## src/rtl/isr_nest_manager.sv

```systemverilog
// isr_nest_manager
// Nested, priority-preemptive interrupt entry/exit manager. It decides whether
// a pending IRQ may preempt the running context, drives the vector or return
// PC to the core in the same cycle as the strobe, and keeps a LIFO of
// interrupted PCs and active IRQ IDs. Lower IRQ ID means higher priority.
module isr_nest_manager #(
   parameter int unsigned ID_W       = 5,
   parameter int unsigned NEST_DEPTH = 4,
   parameter logic [31:0] ISR_BASE   = 32'h1C000000,
   parameter int unsigned VEC_SHIFT  = 2,
   parameter logic [31:0] RESET_PC   = 32'h1A000000,
   localparam int unsigned LVL_W     = $clog2(NEST_DEPTH + 1)
) (
   input  logic              CLK,
   input  logic              RES,
   input  logic [31:0]       PC_READ,
   input  logic              IRQ_VALID,
   input  logic [ID_W-1:0]   IRQ_ID,
   input  logic              GLOBAL_IE,
   input  logic              ENTER_ISR,
   input  logic              EXIT_ISR,
   output logic              IRQ_TAKE,
   output logic [31:0]       PC_WRITE,
   output logic              IRQ_ACK,
   output logic [ID_W-1:0]   IRQ_ACK_ID,
   output logic [LVL_W-1:0]  NEST_LEVEL,
   output logic [ID_W-1:0]   ACTIVE_ID,
   output logic              NEST_ERR
);

   localparam logic [LVL_W-1:0] DEPTH_L = LVL_W'(NEST_DEPTH);

   // Context stack and control state
   logic [31:0]      r_pc_stk [NEST_DEPTH];
   logic [ID_W-1:0]  r_id_stk [NEST_DEPTH];
   logic [LVL_W-1:0] r_level;
   logic             r_err;

   // Decoded top-of-stack view and entry decision
   logic [31:0]      w_top_pc;
   logic [ID_W-1:0]  w_top_id;
   logic             w_empty;
   logic             w_full;
   logic             w_take;
   logic             w_accept;
   logic [31:0]      w_vec;

   assign w_empty = (r_level == '0);
   assign w_full  = (r_level >= DEPTH_L);
   assign w_vec   = ISR_BASE + (32'(IRQ_ID) << VEC_SHIFT);

   // Select the top-of-stack entry by matching level, so an empty stack
   // naturally yields zero without an out-of-range index
   always_comb begin
      w_top_pc = '0;
      w_top_id = '0;
      for (int i = 0; i < NEST_DEPTH; i++) begin
         if (r_level == LVL_W'(i + 1)) begin
            w_top_pc = r_pc_stk[i];
            w_top_id = r_id_stk[i];
         end
      end
   end

   // Preemption only by a strictly higher priority (lower ID) source;
   // equal IDs never nest on themselves
   assign w_take   = GLOBAL_IE & IRQ_VALID & ~w_full &
                     (w_empty | (IRQ_ID < w_top_id));
   assign w_accept = ENTER_ISR & w_take;

   // Zero-latency PC and acknowledge outputs; an accepted entry wins over
   // everything, otherwise the current return target (or reset PC) is shown
   always_comb begin
      PC_WRITE   = w_empty ? RESET_PC : w_top_pc;
      IRQ_ACK    = 1'b0;
      IRQ_ACK_ID = '0;
      if (w_accept) begin
         PC_WRITE   = w_vec;
         IRQ_ACK    = 1'b1;
         IRQ_ACK_ID = IRQ_ID;
      end
   end

   // Push on accepted entry, pop on a lone exit; illegal strobe combinations
   // (rejected entry, underflowing exit, simultaneous entry+exit) set the
   // sticky error flag, which only reset clears
   always_ff @(posedge CLK) begin
      if (RES) begin
         r_level <= '0;
         r_err   <= 1'b0;
         for (int i = 0; i < NEST_DEPTH; i++) begin
            r_pc_stk[i] <= '0;
            r_id_stk[i] <= '0;
         end
      end else if (ENTER_ISR) begin
         if (w_take) begin
            for (int i = 0; i < NEST_DEPTH; i++) begin
               if (r_level == LVL_W'(i)) begin
                  r_pc_stk[i] <= PC_READ;
                  r_id_stk[i] <= IRQ_ID;
               end
            end
            r_level <= r_level + 1'b1;
         end else begin
            r_err <= 1'b1;
         end
         if (EXIT_ISR) begin
            r_err <= 1'b1;
         end
      end else if (EXIT_ISR) begin
         if (w_empty) begin
            r_err <= 1'b1;
         end else begin
            r_level <= r_level - 1'b1;
         end
      end
   end

   assign IRQ_TAKE   = w_take;
   assign NEST_LEVEL = r_level;
   assign ACTIVE_ID  = w_top_id;
   assign NEST_ERR   = r_err;

endmodule

```

## config.mk

```make
export PLATFORM = sky130hd
export DESIGN_NAME = isr_nest_manager
export DESIGN_NICKNAME = d
export VERILOG_FILES = /design/src/rtl/isr_nest_manager.sv
export SDC_FILE = /design/constraint.sdc
export NUM_CORES = 1
export LEC_CHECK = 0
export ABC_AREA = 1
export ABC_CLOCK_PERIOD_IN_PS = 11400
export CAP_MARGIN = 10
export CORE_UTILIZATION = 60
export DETAILED_ROUTE_END_ITERATION = 10
export HOLD_SLACK_MARGIN = 0.1
export PLACE_DENSITY_LB_ADDON = 0.15
export SYNTH_ARGS = -nofsm -noshare
export SYNTH_HDL_FRONTEND = slang
export SYNTH_SLANG_ARGS = --single-unit
```

## constraint.sdc

```tcl
create_clock -name CLK -period 11.4 [get_ports CLK]
set_input_delay 1.14 -clock CLK [delete_from_list [all_inputs] [get_ports CLK]]
set_output_delay 1.14 -clock CLK [all_outputs]
set_load 0.005 [all_outputs]
```

==> run summary, run 1 <==
The height of the chip was 112.2 um. At the end of routability-driven placement, the weighted congestion stood at 0.9712. The placed wire-length estimate is 10340 um. The run gives 0.6270 as the starting density of the core. After filler insertion, the fill cell instance count of the layout stands at 828.

The startpoint-to-endpoint class of the critical path was reg -> out. Synthesis produced 734 cells. The tools report the worst hold slack after final layout as 0.5312 ns. The tools report the total wirelength of the detailed-routed design as 18530 um.

Leaving out fill and tap cells, the most frequent cell in the layout is nor2_1. The run gives 0 as the final number of max-transition violations. The CTS clock-pin slew for the worst setup and hold paths came out at 0.06 ns.

The cell seen most often among critical-path stages was nand3_1. The synthesized netlist occupies a cell area of 0.007282 mm2. The final reports fail on DRC.

The pin count of the biggest net entering global routing was 51. The number of hold buffers added after CTS was 0; the count of H-tree levels built during CTS was 4. Walking the worst path, the cells encountered are clkinv_2 -> nand2_1 -> clkinv_1 -> nand3_1 -> nand3_1 -> a22oi_1 -> ha_1 -> a21oi_1 -> nor2_1 -> a211oi_1 -> nand2_1 -> nand2_2 -> nand3_4 -> inv_4 -> nor2_2 -> nand3_1 -> clkdlybuf4s50_1.

The tool flagged a number of max-cap violations equal to 0. The number of port buffers works out to 90. The tools report the global routing usage summed across all routing layers as 0.3080. STA classifies the critical path startpoint as a flop. In the layout the commonest cells are 172 x nor2_1, 148 x edfxtp_1, 113 x nand2_1.

Once detail routing completed, the nets flagged for antenna violations numbered 0. In this run the clock root is driven by a clkbuf_16. The number of antenna violations at the first check in global routing is 0, and the post-placement worst setup slack is 5.256 ns.

The number of nets in the synthesized netlist was 787. The top-area cell type share of the netlist area works out to 0.6103. The slew at the pin with the worst max-slew slack came out at 1.240 ns. Setup repair after global routing left no endpoint under its margin. The final hold violation count is 0, and the number of sinks on the clock net is 152.

Relative to the synthesized area, the layout overhead comes to 22.20%. Once the clock tree was built, the resizer swapped 0 gates to a different size. The tools report the worst-skew pair later-pin latency as 0.43 ns. In this run the core area contains 39 standard-cell rows. TritonCTS built the clock tree. Yosys attributes the largest share of cell area to edfxtp_1 61%, nor2_1 8.9%, nand2_1 5.8%. The worst vdd rail ir drop came out at 128.9 uV.

In this run the worst hold path is classified as reg -> reg. For the post-CTS repair timing setup buffer count, the log shows 0. STA puts the critical path data arrival time at 5.51 ns. Registers take 0.004524 mm2. The die covers 0.01258 mm2. STA classifies the critical path endpoint as an output pin. The accumulated negative setup slack came out at 0 ns. The dominant cell type by area after synthesis was edfxtp_1. Dividing the detail-routed via count by the number of cells gives 5.849.

The number of diodes came out at 0. During synthesis, Yosys emitted a total of 0 warnings. The multi-input combinational cells in the finished layout cover a total of 0.002253 mm2. The time the final worst path needs with I/O delays and setup is 6.655 ns, and the number of DRC violations after detailed-routing iteration 0 is 576. The overall die width was 112.2 um. The net count of the finished layout is 860.

Setup violations remaining at the end of the flow were counted as 0. Number of primary I/O pins: 91. The register bit count reported by yosys is 152. The logs give 2 for the deepest clock path buffer count and 17 for the clock buffer count from CTS. The flow ran to the end, but the final reports show violations. After synthesis, the netlist uses 33 different library cells.

After detailed routing, the number of remaining DRC violations is 7. The tightest slew margin relative to the limit is 0.1680. The share of post-route cells with drive strength above 1 is 0.06585, and the maximum fanout along the worst path is 43. After detailed routing, the average wire length per cell comes to 19.24 um. The core region is 0.01161 mm2. The share of the cycle needed by the critical path after routing works out to 0.5838. The cell type group with the largest total delay on the critical path is buffers and inverters.

Based on the critical path, the design can be clocked at up to 150.3 MHz. The critical path contains buffers and inverters numbering 4 combined. The tools report the part of the Yosys area used for sequential elements as 0.6213. The largest single stage delay on the critical path is 1.00 ns. The first-pass GRT wire length came out at 29080 um.

Setup slack closes at 4.745 ns. The number of global-route vias before repair was 5717; the per-instance average area after synthesis was 9.921 um2. The remaining global-route overflow was 0; the worst clock skew was 0.007711 ns.

The power per standard cell area was 168.4 mW/mm2. The run gives 8 as the iteration count of the initial detailed-routing pass. The data required time at the worst endpoint was 10.26 ns; the reg2reg setup slack was 5.82 ns. The number of vias after detailed routing came out at 5633.

For the static power due to leakage, the log shows 3.737 nW. The worst-path cell with the longest stage delay is clkinv_1.
==> power breakdown <==
part / switching [mW] / internal (mW)
Combinational: 0.141 / 0.0826
Clock: 0.218 / 0.408
Sequential: 0.00949 / 0.639
==> path summary, 6_finish.rpt <==
kind,startpoint,to,cells after the start
worst max-delay path,NEST_LEVEL[2],PC_WRITE[27],17
worst min-delay path,NEST_ERR,NEST_ERR,2
worst max register to register,NEST_LEVEL[2],r_pc_stk[2][1],15
worst min register to register,NEST_ERR,NEST_ERR,2
==> logic make-up (layout without fill, tap and decap cells) <==
group / count (synthesis) / after routing / share of synthesized area
and+or+nand+nor: 331 / 331 / 0.1878
DFF: 152 / 152 / 0.6213
buffers and inverters: 129 / 215 / 0.07577
AOI/OAI and AO/OA: 110 / 110 / 0.09553
adders and majority gates: 10 / 10 / 0.01718
xor gates and xnor gates: 2 / 2 / 0.002406
==> state kept, by name (all words and copies together), names as in the netlist <==
| signal | flops |
|---|---|
| NEST_ERR | 1 |
| NEST_LEVEL | 3 |
| r_id_stk | 20 |
| r_pc_stk | 128 |
==> through the flow <==
step | cell area, um2 | std cells | util | power, mW
floorplan | 7282 | 734 | - | 0.7834
global placement | 8240 | 931 | 0.7095 | 0.8710
detailed placement | 8240 | 931 | 0.7095 | 0.8781
CTS | 8899 | 963 | 0.7662 | 1.495
global route | 8899 | 963 | 0.7662 | 1.538
finish | 8899 | 963 | 0.7662 | 1.498
==> synth_stat cells (all sizes together) <==
cell type and n:
a22oi 1, o2111ai 18, nor2 174, xor2 1
clkbuf 27, a211oi 1, dfxtp 4, clkinv 2
a21oi 14, inv 83, o31ai 1, edfxtp 148
nand3 40, or2 1, nand4 1, nand2 115
buf 17, ha 10, xnor2 1, a21boi 1
o22ai 2, o21ai 46, o211ai 26
==> worst min-delay path: cells and delay by family (launching register included) <==
kind,cells,cell delay [ns]
AO/OA/AOI/OAI,2,0.18
flip-flops,1,0.31
==> cell type report <==
type,count,area share
clock buffer,18,0.04823
clock inverter,14,0.02573
inverter,85,0.03628
multi-input combinational,453,0.2532
sequential,152,0.5084
tap,143,0.02011
timing repair buffer,98,0.1080
==> metal layers <==
metal | wire (um) | vias up | share of wire | GRT usage
met5 | 0 | - | 0 | 0
met4 | 473 | 0 | 0.026 | 0.1449
met3 | 1580 | 37 | 0.085 | 0.06156
met2 | 9551 | 277 | 0.52 | 0.5333
met1 | 6926 | 2701 | 0.37 | 0.3728
li1 | - | 2618 | - | -
Power figures use the tool's default switching activity.
==> inputs of run 2 (changes only) <==
--- a/config.mk
+++ b/config.mk
@@ -6,9 +6,9 @@
 export NUM_CORES = 1
 export LEC_CHECK = 0
 export ABC_AREA = 1
-export ABC_CLOCK_PERIOD_IN_PS = 11400
+export ABC_CLOCK_PERIOD_IN_PS = 6950
 export CAP_MARGIN = 10
-export CORE_UTILIZATION = 60
+export CORE_UTILIZATION = 56
 export DETAILED_ROUTE_END_ITERATION = 10
 export HOLD_SLACK_MARGIN = 0.1
 export PLACE_DENSITY_LB_ADDON = 0.15
==> constraint.sdc (replaced) <==
create_clock -name CLK -period 6.95 [get_ports CLK]
set_input_delay 0.695 -clock CLK [delete_from_list [all_inputs] [get_ports CLK]]
set_output_delay 0.695 -clock CLK [all_outputs]
set_load 0.005 [all_outputs]
==> run 2 against run 1 <==
Compared with the run above: the run now ends clean; global-route usage fell by 2.3 points; clock skew fell by 0.0014 ns; total power rose by 56%; sequential power rose by 63%; worst setup slack got worse by 3.5 ns; final area fell by 0.41%; via count rose by 0.32%; non-clock buffer count rose by 1; first-iteration DRC count fell by 9.5%; sequential cell count did not move; clock-buffer cell count rose by 5; register-to-register slack got worse by 4.0 ns; critical path type unchanged; critical endpoint unchanged; largest power group unchanged.
==> run summary, run 2 (synthesized netlist as in run 1, its figures left out) <==
The startpoint-to-endpoint class of the critical path is reg -> out (unchanged). The routed design could run at a clock period as short as 5.693 ns. The share of the cycle needed by the critical path after routing came out at 0.8192. Length in cells of the worst reg-to-reg path: 17 (was 15). The tools report the final number of max-transition violations as 0 (unchanged). Share of post-route cells with drive strength above 1: 0.06699 (was 0.06585).

The tools report the reg-to-reg critical path startpoint as NEST_LEVEL[2] (unchanged). The number of vias after detailed routing is 5651 (was 5633). The uppermost layer routed was met4 (unchanged). The number of antenna violations at the first check in global routing was 0 (unchanged); the height of the chip was 116.0 um (was 112.2 um). Category of the worst setup path launch point: a flop (unchanged). For the placeable core area, the log shows 0.01267 mm2 (was 0.01161 mm2).

The wire length per cell was 18.38 um (was 19.24 um). For the number of resized instances in the post-cts repair step, the log shows 0 (unchanged). The logs give 152 (unchanged) for the number of sinks on the clock net and 0.006297 ns (was 0.007711 ns) for the worst clock skew.

The number of hold buffers added after CTS was 0 (unchanged); the CTS clock-pin slew for the worst setup and hold paths was 0.06 ns (about the same). Pin count of the biggest net entering global routing: 44 (was 51). The via density per instance is 5.691 (was 5.849). The endpoint of the worst-slack reg-to-reg timing path was r_pc_stk[1][3] (was r_pc_stk[2][1]). The type of element capturing the critical path is an output pin (unchanged). The area growth from synthesis to layout was 21.70% (was 22.20%).

The number of global-route vias before repair is 5525 (was 5717), and the number of DRC violations after detailed-routing iteration 0 is 521 (was 576). The logs give 0.2852 (was 0.3080) for the global routing usage summed across all routing layers and 0 (unchanged) for the number of diodes. The tightest slew margin relative to the limit is 0.3073 (was 0.1680), and the number of port buffers is 90 (unchanged).

The accumulated negative setup slack was 0 ns (unchanged). The run gives 861 (was 860) as the count of nets after finishing. Flip-flop count of the largest register, all copies and words added: 128 (unchanged). The static power due to leakage is 3.714 nW (was 3.737 nW). The run gives 27770 um (was 29080 um) as the first-pass GRT wire length. Timing would allow up to 175.7 MHz. The tools report the launch point of the worst path as NEST_LEVEL[2] (unchanged). The run gives 0 (unchanged) as the max-capacitance violation count. The final critical-path setup slack is 1.257 ns (was 4.745 ns), and the routed wire length on met2 is 9101 um (was 9551 um). Clock buffer count from CTS: 17 (unchanged). The run gives 0.42 ns (was 0.43 ns) as the worst-skew pair later-pin latency. For the final antenna-violating net count, the log shows 0 (unchanged). The count of H-tree levels built during CTS was 4 (unchanged). The tools report the data required time at the worst endpoint as 6.25 ns (was 10.26 ns).

The remaining global-route overflow is 0 (unchanged). The total length of routed met3 wires was 1495 um (was 1580 um). The arrival time of data at the critical path endpoint is 5.00 ns (was 5.51 ns), and the starting density of the core is 0.5747 (was 0.6270). The worst vdd rail ir drop is 164.2 uV (was 128.9 uV), and the reg2reg setup slack is 1.82 ns (was 5.82 ns). The logs give 0 (unchanged) for the number of failing setup endpoints in the final timing report and 0 (was 7) for the number of DRC violations after detailed routing. The run gives 5 (was 8) as the iteration count of the initial detailed-routing pass. Leading cell types in the layout, fill and taps excluded: 172 x nor2_1, 148 x edfxtp_1, 113 x nand2_1 (unchanged). The run gives 0.6994 (was 0.7662) as the share of the core filled with cells in the final layout. The maximum fanout along the worst path works out to 43 (unchanged). The run gives 10410 um (was 10340 um) as the placed wire-length estimate. Path type of the worst min-delay path: reg -> reg (unchanged). The floorplan die area is 0.01346 mm2 (was 0.01258 mm2).

Setup repair after global routing left no endpoint under its margin. For the post-placement worst setup slack, the log shows 1.718 ns (was 5.256 ns). The power per standard cell area was 263.0 mW/mm2 (was 168.4 mW/mm2); the total wirelength of the detailed-routed design was 18250 um (was 18530 um). TritonCTS built the clock tree. The total routed wire length on the met1 layer was 7273 um (was 6926 um). The deepest clock path buffer count is 2 (unchanged), and the cell depth of the worst hold path is 2 (unchanged). The run gives 0 (unchanged) as the post-CTS repair timing setup buffer count. Clock root buffer: clkbuf_16 (unchanged). The overall die width is 116.0 um (was 112.2 um), and the number of primary I/O pins is 91 (unchanged). The largest register by flop count is r_pc_stk (unchanged). For the final hold violation count, the log shows 0 (unchanged). The total power draw is 2.331 mW (was 1.498 mW). The most common library cell in the layout ignoring fill and taps was nor2_1 (unchanged). The number of core rows was 41 (was 39); the slew at the pin with the worst max-slew slack was 1.038 ns (was 1.240 ns).

The tools report the worst hold path endpoint as NEST_ERR (unchanged). Routability congestion estimate from global placement: 0.9264 (was 0.9712). The beginning of the worst hold path is NEST_ERR (unchanged). The run finished with clean final reports.
run 2: cell count changes in the layout (fill, tap and decap cells not counted), sizes merged:
cell	previous run	this run
clkbuf	18	23
bufinv	6	2
buf	8	9
clkinvlp	3	2
run 2: worst max-delay path, stage by stage, from the launching register on:
cell and delay [ns]:
dfxtp_1 0.53, clkinv_2 0.19, nand2_1 0.24, clkinv_1 0.59
nand3_1 0.27, nand3_1 0.10, o211ai_1 0.09, o21ai_0 0.14
inv_1 0.09, ha_1 0.23, nand2_1 0.06, nor2_1 0.04
a211oi_1 0.19, nand2_1 0.09, nand2_2 0.09, nand3_4 0.51
inv_4 0.33, nor2_2 0.14, nand3_1 0.10, clkdlybuf4s50_1 0.51
run 2: metrics by stage:
step / area, um2 / std cells / hold slack [ns]
2_1_floorplan: 7282 / 734 / 0.5122
3_3_place_gp: 8284 / 961 / 0.5031
3_5_place_dp: 8284 / 961 / 0.5196
4_1_cts: 8862 / 993 / 0.5334
5_1_grt: 8862 / 993 / 0.5399
6_report: 8862 / 993 / 0.5330
run 2: final cells by class:
| type | instances | area [um2] |
|---|---|---|
| repair buffers | 99 | 968.4 |
| clock inverters | 9 | 100.1 |
| well taps | 172 | 215.2 |
| multi-input cells | 453 | 2253 |
| fillers | 977 | 3809 |
| flip-flops and latches | 152 | 4524 |
| clock buffers | 23 | 478.0 |
| inverters | 85 | 322.8 |
run 2: how the worst max path moves through the flow:
| stage | cells past startpoint | end |
|---|---|---|
| after floorplan | 19 | r_id_stk[1][0] |
| after global placement | 18 | PC_WRITE[10] |
| after detailed placement | 19 | PC_WRITE[27] |
| after CTS | 20 | PC_WRITE[10] |
| after global routing | 18 | PC_WRITE[10] |
| final | 19 | PC_WRITE[27] |
run 2: routing by layer:
| layer | global-route usage | up-vias |
|---|---|---|
| li1 | - | 2614 |
| met4 | 0.1274 | 0 |
| met1 | 0.3468 | 2713 |
| met5 | 0 | - |
| met3 | 0.06642 | 29 |
| met2 | 0.4857 | 295 |
run 2: power breakdown:
| group | total (mW) | leakage [nW] | switching (mW) | internal (mW) |
|---|---|---|---|---|
| sequential | 1.06 | 1.57 | 0.0153 | 1.05 |
| combinational | 0.363 | 1.87 | 0.227 | 0.136 |
| clock | 0.904 | 0.283 | 0.350 | 0.554 |
